**config.mk**
```make
export PLATFORM = sky130hd
export DESIGN_NAME = shift_seq_ctrl
export DESIGN_NICKNAME = d
export VERILOG_FILES = /design/src/rtl/shift_seq_pkg.sv /design/src/rtl/shift_bit_counter.sv /design/src/rtl/shift_seq_ctrl.sv
export SDC_FILE = /design/constraint.sdc
export NUM_CORES = 1
export LEC_CHECK = 0
export ABC_AREA = 1
export CORE_MARGIN = 1
export CORE_UTILIZATION = 47
export DETAILED_ROUTE_END_ITERATION = 7
export PLACE_DENSITY = 0.82
export SETUP_SLACK_MARGIN = 0.2
export SLEW_MARGIN = 30
export SYNTH_ARGS = -nofsm -noshare
export SYNTH_HDL_FRONTEND = slang
export SYNTH_HIERARCHICAL = 1
export SYNTH_SLANG_ARGS = --single-unit
export TNS_END_PERCENT = 10
```
**constraint.sdc**
```tcl
create_clock -name clk -period 2.7 [get_ports clk]
set_input_delay 0.27 -clock clk [delete_from_list [all_inputs] [get_ports clk]]
set_output_delay 0.27 -clock clk [all_outputs]
set_load 0.05 [all_outputs]
```
**src/rtl/shift_seq_pkg.sv**
```systemverilog
// Shared types and default constants for the shift sequencer.
package shift_seq_pkg;

   localparam int DEF_WIDTH     = 8;
   localparam bit DEF_MSB_FIRST = 1'b1;

   typedef enum logic [1:0] {
      IDLE  = 2'd0,
      SHIFT = 2'd1,
      DONE  = 2'd2
   } state_e;

endpackage

```
**src/rtl/shift_bit_counter.sv**
```systemverilog
// Bit counter for one serial word. Counts enabled edges from zero.
// tc flags the edge that completes the word: the count is WIDTH-1 and
// the enable is active.
module shift_bit_counter
   import shift_seq_pkg::*;
#(
   parameter int WIDTH = DEF_WIDTH
) (
   input  logic clk,
   input  logic clear,
   input  logic en,
   output logic tc
);

   localparam int CW = $clog2(WIDTH + 1);
   localparam logic [CW-1:0] LAST = CW'(WIDTH - 1);

   logic [CW-1:0] count;

   // clear wins over enable; the owner stops enabling once WIDTH is reached
   always_ff @(posedge clk) begin
      if (clear)
         count <= '0;
      else if (en)
         count <= count + CW'(1);
   end

   assign tc = en && (count == LAST);

endmodule

```
**src/rtl/shift_seq_ctrl.sv**
```systemverilog
// Serialiser/deserialiser sequencer. It loads a parallel word, shifts it
// out one bit per tick, and shifts ser_in in from the opposite end. The
// assembled word is then held on cap_data until the consumer accepts it.
module shift_seq_ctrl
   import shift_seq_pkg::*;
#(
   parameter int WIDTH     = DEF_WIDTH,
   parameter bit MSB_FIRST = DEF_MSB_FIRST
) (
   input  logic             clk,
   input  logic             reset,
   input  logic             load_valid,
   input  logic [WIDTH-1:0] load_data,
   output logic             load_ready,
   input  logic             tick,
   output logic             ser_out,
   output logic             ser_valid,
   input  logic             ser_in,
   output logic             cap_valid,
   output logic [WIDTH-1:0] cap_data,
   input  logic             cap_ready,
   output logic             busy
);

   state_e           state_q, state_d;
   logic [WIDTH-1:0] shreg, shreg_shifted;
   logic             load_fire, shift_en, cnt_tc;

   assign load_fire = (state_q == IDLE) && load_valid;
   assign shift_en  = (state_q == SHIFT) && tick;

   // Shift toward the output end and feed ser_in in at the other end.
   // A 1-bit word has no interior bits, so it is simply replaced.
   generate
      if (WIDTH == 1) begin : gen_w1
         assign shreg_shifted = ser_in;
      end else if (MSB_FIRST) begin : gen_msb
         assign shreg_shifted = {shreg[WIDTH-2:0], ser_in};
      end else begin : gen_lsb
         assign shreg_shifted = {ser_in, shreg[WIDTH-1:1]};
      end
   endgenerate

   // The output bit comes straight off the register end, so it is glitch-free.
   assign ser_out  = MSB_FIRST ? shreg[WIDTH-1] : shreg[0];
   assign cap_data = cap_valid ? shreg : '0;

   shift_bit_counter #(.WIDTH(WIDTH)) u_cnt (
      .clk   (clk),
      .clear (reset | load_fire),
      .en    (shift_en),
      .tc    (cnt_tc)
   );

   // State register; reset aborts any transfer in flight
   always_ff @(posedge clk) begin
      if (reset)
         state_q <= IDLE;
      else
         state_q <= state_d;
   end

   // Shift register: parallel load in IDLE, shift on tick in SHIFT
   always_ff @(posedge clk) begin
      if (reset)
         shreg <= '0;
      else if (load_fire)
         shreg <= load_data;
      else if (shift_en)
         shreg <= shreg_shifted;
   end

   // Next state and handshake outputs
   always_comb begin
      state_d    = state_q;
      load_ready = 1'b0;
      ser_valid  = 1'b0;
      cap_valid  = 1'b0;
      busy       = 1'b1;
      case (state_q)
         IDLE: begin
            load_ready = 1'b1;
            busy       = 1'b0;
            if (load_valid) state_d = SHIFT;
         end
         SHIFT: begin
            ser_valid = 1'b1;
            if (cnt_tc) state_d = DONE;
         end
         DONE: begin
            cap_valid = 1'b1;
            if (cap_ready) state_d = IDLE;
         end
         default: state_d = IDLE;
      endcase
   end

endmodule

```
==> flow_summary.yaml <==
outcome:
  outcome: "complete, but fails checks"
  violations: "DRC"
critical_path:
  crit_path_end_kind: "output pin"
  cp-start-kind: "flip-flop"
  rrSetupSlack_ns: 1.19
  r2r-start: "state_q[0]"
  crit_fanout: 9
  criticalPathCategory: "reg -> out"
  timing.rr.end: "state_q[0]"
  reg2reg_depth: 6
  arrival_ns: 1.89
  required_ns: 2.43
drt:
  via_per_inst: 5.08
  final_antenna_net_count: 0
  wirelength_um: 1840
  dr.pass1.iters: 6
  drt_iter0_markers: 29
  vias: 818
  drt-wirelength-per-cell_um: 11.4
  drc: 2
pwr:
  power_leakage_nw: 0.461
  p_comb_share_pct: 22.8
  p_per_area_nw_per_um2: 445
  p_seq_share_pct: 45.4
  vdd_drop_max_mv: 0.339
  power.switching_w: 0.000153
  cellInternalPower_w: 0.000347
  clkPwrFrac_pct: 31.8
  swShare_pct: 30.7
placed_design:
  place_inst: 157
  place_area_um2: 1090
  portBuffers: 26
  dp_slack_ns: 0.847
  detailed_place_hpwl_um: 1380
  place.gp.congestion: 0.763
clock_tree:
  hold_buffers: 0
  clk_latency_ns: 0.29
  cts_made_buffers: 3
  cts_resized: 0
  clkTransAtPathRegs_ns: 0.10
  cts_sinks: 14
  clockBufferDepth: 2
  cts_setup_buffers: 0
  cts_max_level: 1
  root_buffer: "clkbuf_4"
  cts_tree: "yes"
synth:
  synth_cell_types: 20
  syn_inst: 116
  ys_ff_latch: 14
  syn_nets: 131
  syn_area_per_cell_um2: 7.01
  synth.top_cell.area_share_pct: 34.5
  yosys-top-cells-area: "dfxtp_1 (34%), inv_1 (11%), a21oi_2 (8.6%), nor2_1 (6.9%), nand3_1 (6.8%)"
  yosys.area.top_type: "dfxtp_1"
  ys_seq_area_share_pct: 34.5
  yosysWarnings: 6
  syn_area_um2: 813
floorplanning:
  io_pins: 27
  floorplan.initialDensity_pct: 52.2
  dieArea_um2: 1900
  core_um2: 1560
  die_h_um: 43.6
  rows: 14
  die_w_um: 43.6
worst_hold_path:
  hold_class: "reg -> reg"
  holdPathEnd: "shreg[3]"
  hold_depth: 2
  min_from: "shreg[3]"
sta:
  fmax_mhz: 463
  finalSetupViolCount: 0
  grt_setup_unrepaired: "false"
  tightest_slew_ns: 0.504
  period_needed_ns: 2.16
  slew_violations: 0
  worst_slack_ns: 0.541
  hold_viol: 0
  slew_headroom_pct: 66.3
  fin_crit_sh_pct: 80.0
  fin_skew_ns: 0.0135
  setup_tns_ns: 0
global_routing:
  grt_start_max_net_pins: 10
  antenna_found_initial: 0
  groute.usage.overall_pct: 21.3
  grt_pass1_vias: 710
  grt_pass1_wl_um: 2970
  grt_overflow: 0
cells_and_area:
  synthToLayoutAreaGrowth_pct: 38.5
  drive_gt1_share_pct: 20.7
  antenna_cells: 0
  postLayoutCellArea_um2: 1130
  mostFrequentLayoutCells: "clkdlybuf4s50_1 (26), inv_1 (24), nor2_1 (15), dfxtp_1 (14), nand2_1 (13)"
  fillers: 140
  instances_no_fill: 161
  fin_nets: 161
  final_common_cell: "clkdlybuf4s50_1"
run:
  drv_cap: 0
==> flip-flops by register name, summed over array words and instances (netlist names) <==
signal / flops
shreg: 8
u_cnt/count: 4
state_q: 2
==> cell type report <==
class,instances,area [um2],share of cell area [%]
multi-input cells,73,415,36.9
flip-flops and latches,14,280,24.9
repair buffers,27,268,23.8
inverters,27,106,9.44
clock buffers,4,36.3,3.22
well taps,16,20.0,1.78
==> per-stage QoR <==
step                utilization, %  hold slack [ns]  total power, W
finish                        72.2            0.474        0.000501
global route                  72.2            0.499        0.000519
CTS                           72.2            0.480        0.000504
detailed placement            69.9            0.462        0.000346
global placement              69.9            0.457        0.000343
floorplan                        -            0.450        0.000305
==> critical path: stages, from the launching register on <==
cell	delay (ns)
dfxtp_1	0.40
inv_2	0.09
nor2_2	0.11
inv_2	0.09
nor2_1	0.10
clkdlybuf4s50_1	0.81
==> power groups by stage <==
stage / Sequential (W) / Clock (W) / Combinational, W
after floorplan: 0.000234 / 0 / 0.0000717
after global placement: 0.000231 / 0 / 0.000111
after detailed placement: 0.000232 / 0 / 0.000114
after CTS: 0.000227 / 0.000162 / 0.000114
after global routing: 0.000229 / 0.000165 / 0.000124
final: 0.000227 / 0.000159 / 0.000114
==> kinds of logic after synthesis <==
| kind of cell | synth area share [%] |
|---|---|
| AO/OA/AOI/OAI | 15.1 |
| adder cells (fa/ha/maj) | 1.54 |
| buffers and inverters | 14.5 |
| flip-flops | 34.5 |
| AND/OR/NAND/NOR | 34.5 |
==> per-layer routing <==
layer / wire length (um) / GRT usage [%] / vias up
li1: - / - / 417
met1: 818 / 25.1 / 360
met2: 858 / 34.9 / 35
met3: 108 / 2.92 / 6
met4: 57 / 16.3 / 0
met5: 0 / 0 / -
==> synthesized netlist by cell type <==
| cell type | number |
|---|---|
| a21oi_1 | 2 |
| a21oi_2 | 8 |
| buf_4 | 1 |
| clkbuf_1 | 1 |
| dfxtp_1 | 14 |
| ha_1 | 1 |
| inv_1 | 24 |
| inv_2 | 2 |
| inv_6 | 1 |
| nand2_1 | 13 |
| nand2_2 | 8 |
| nand2_4 | 2 |
| nand3_1 | 11 |
| nand3_4 | 1 |
| nor2_1 | 15 |
| nor2_2 | 2 |
| nor2_4 | 1 |
| o21a_1 | 1 |
| o21ai_0 | 7 |
| or2_1 | 1 |
==> worst max-delay path by stage <==
stage                          start     endpoint  depth (start not counted)
final                     state_q[1]  cap_data[5]                          5
after global routing      state_q[1]  cap_data[6]                          5
after CTS                 state_q[1]  cap_data[5]                          5
after detailed placement  state_q[1]  cap_data[0]                          5
after global placement    state_q[1]  cap_data[4]                          5
after floorplan           state_q[1]  cap_data[0]                          4
Note: power is estimated with default switching activity, not from simulation.
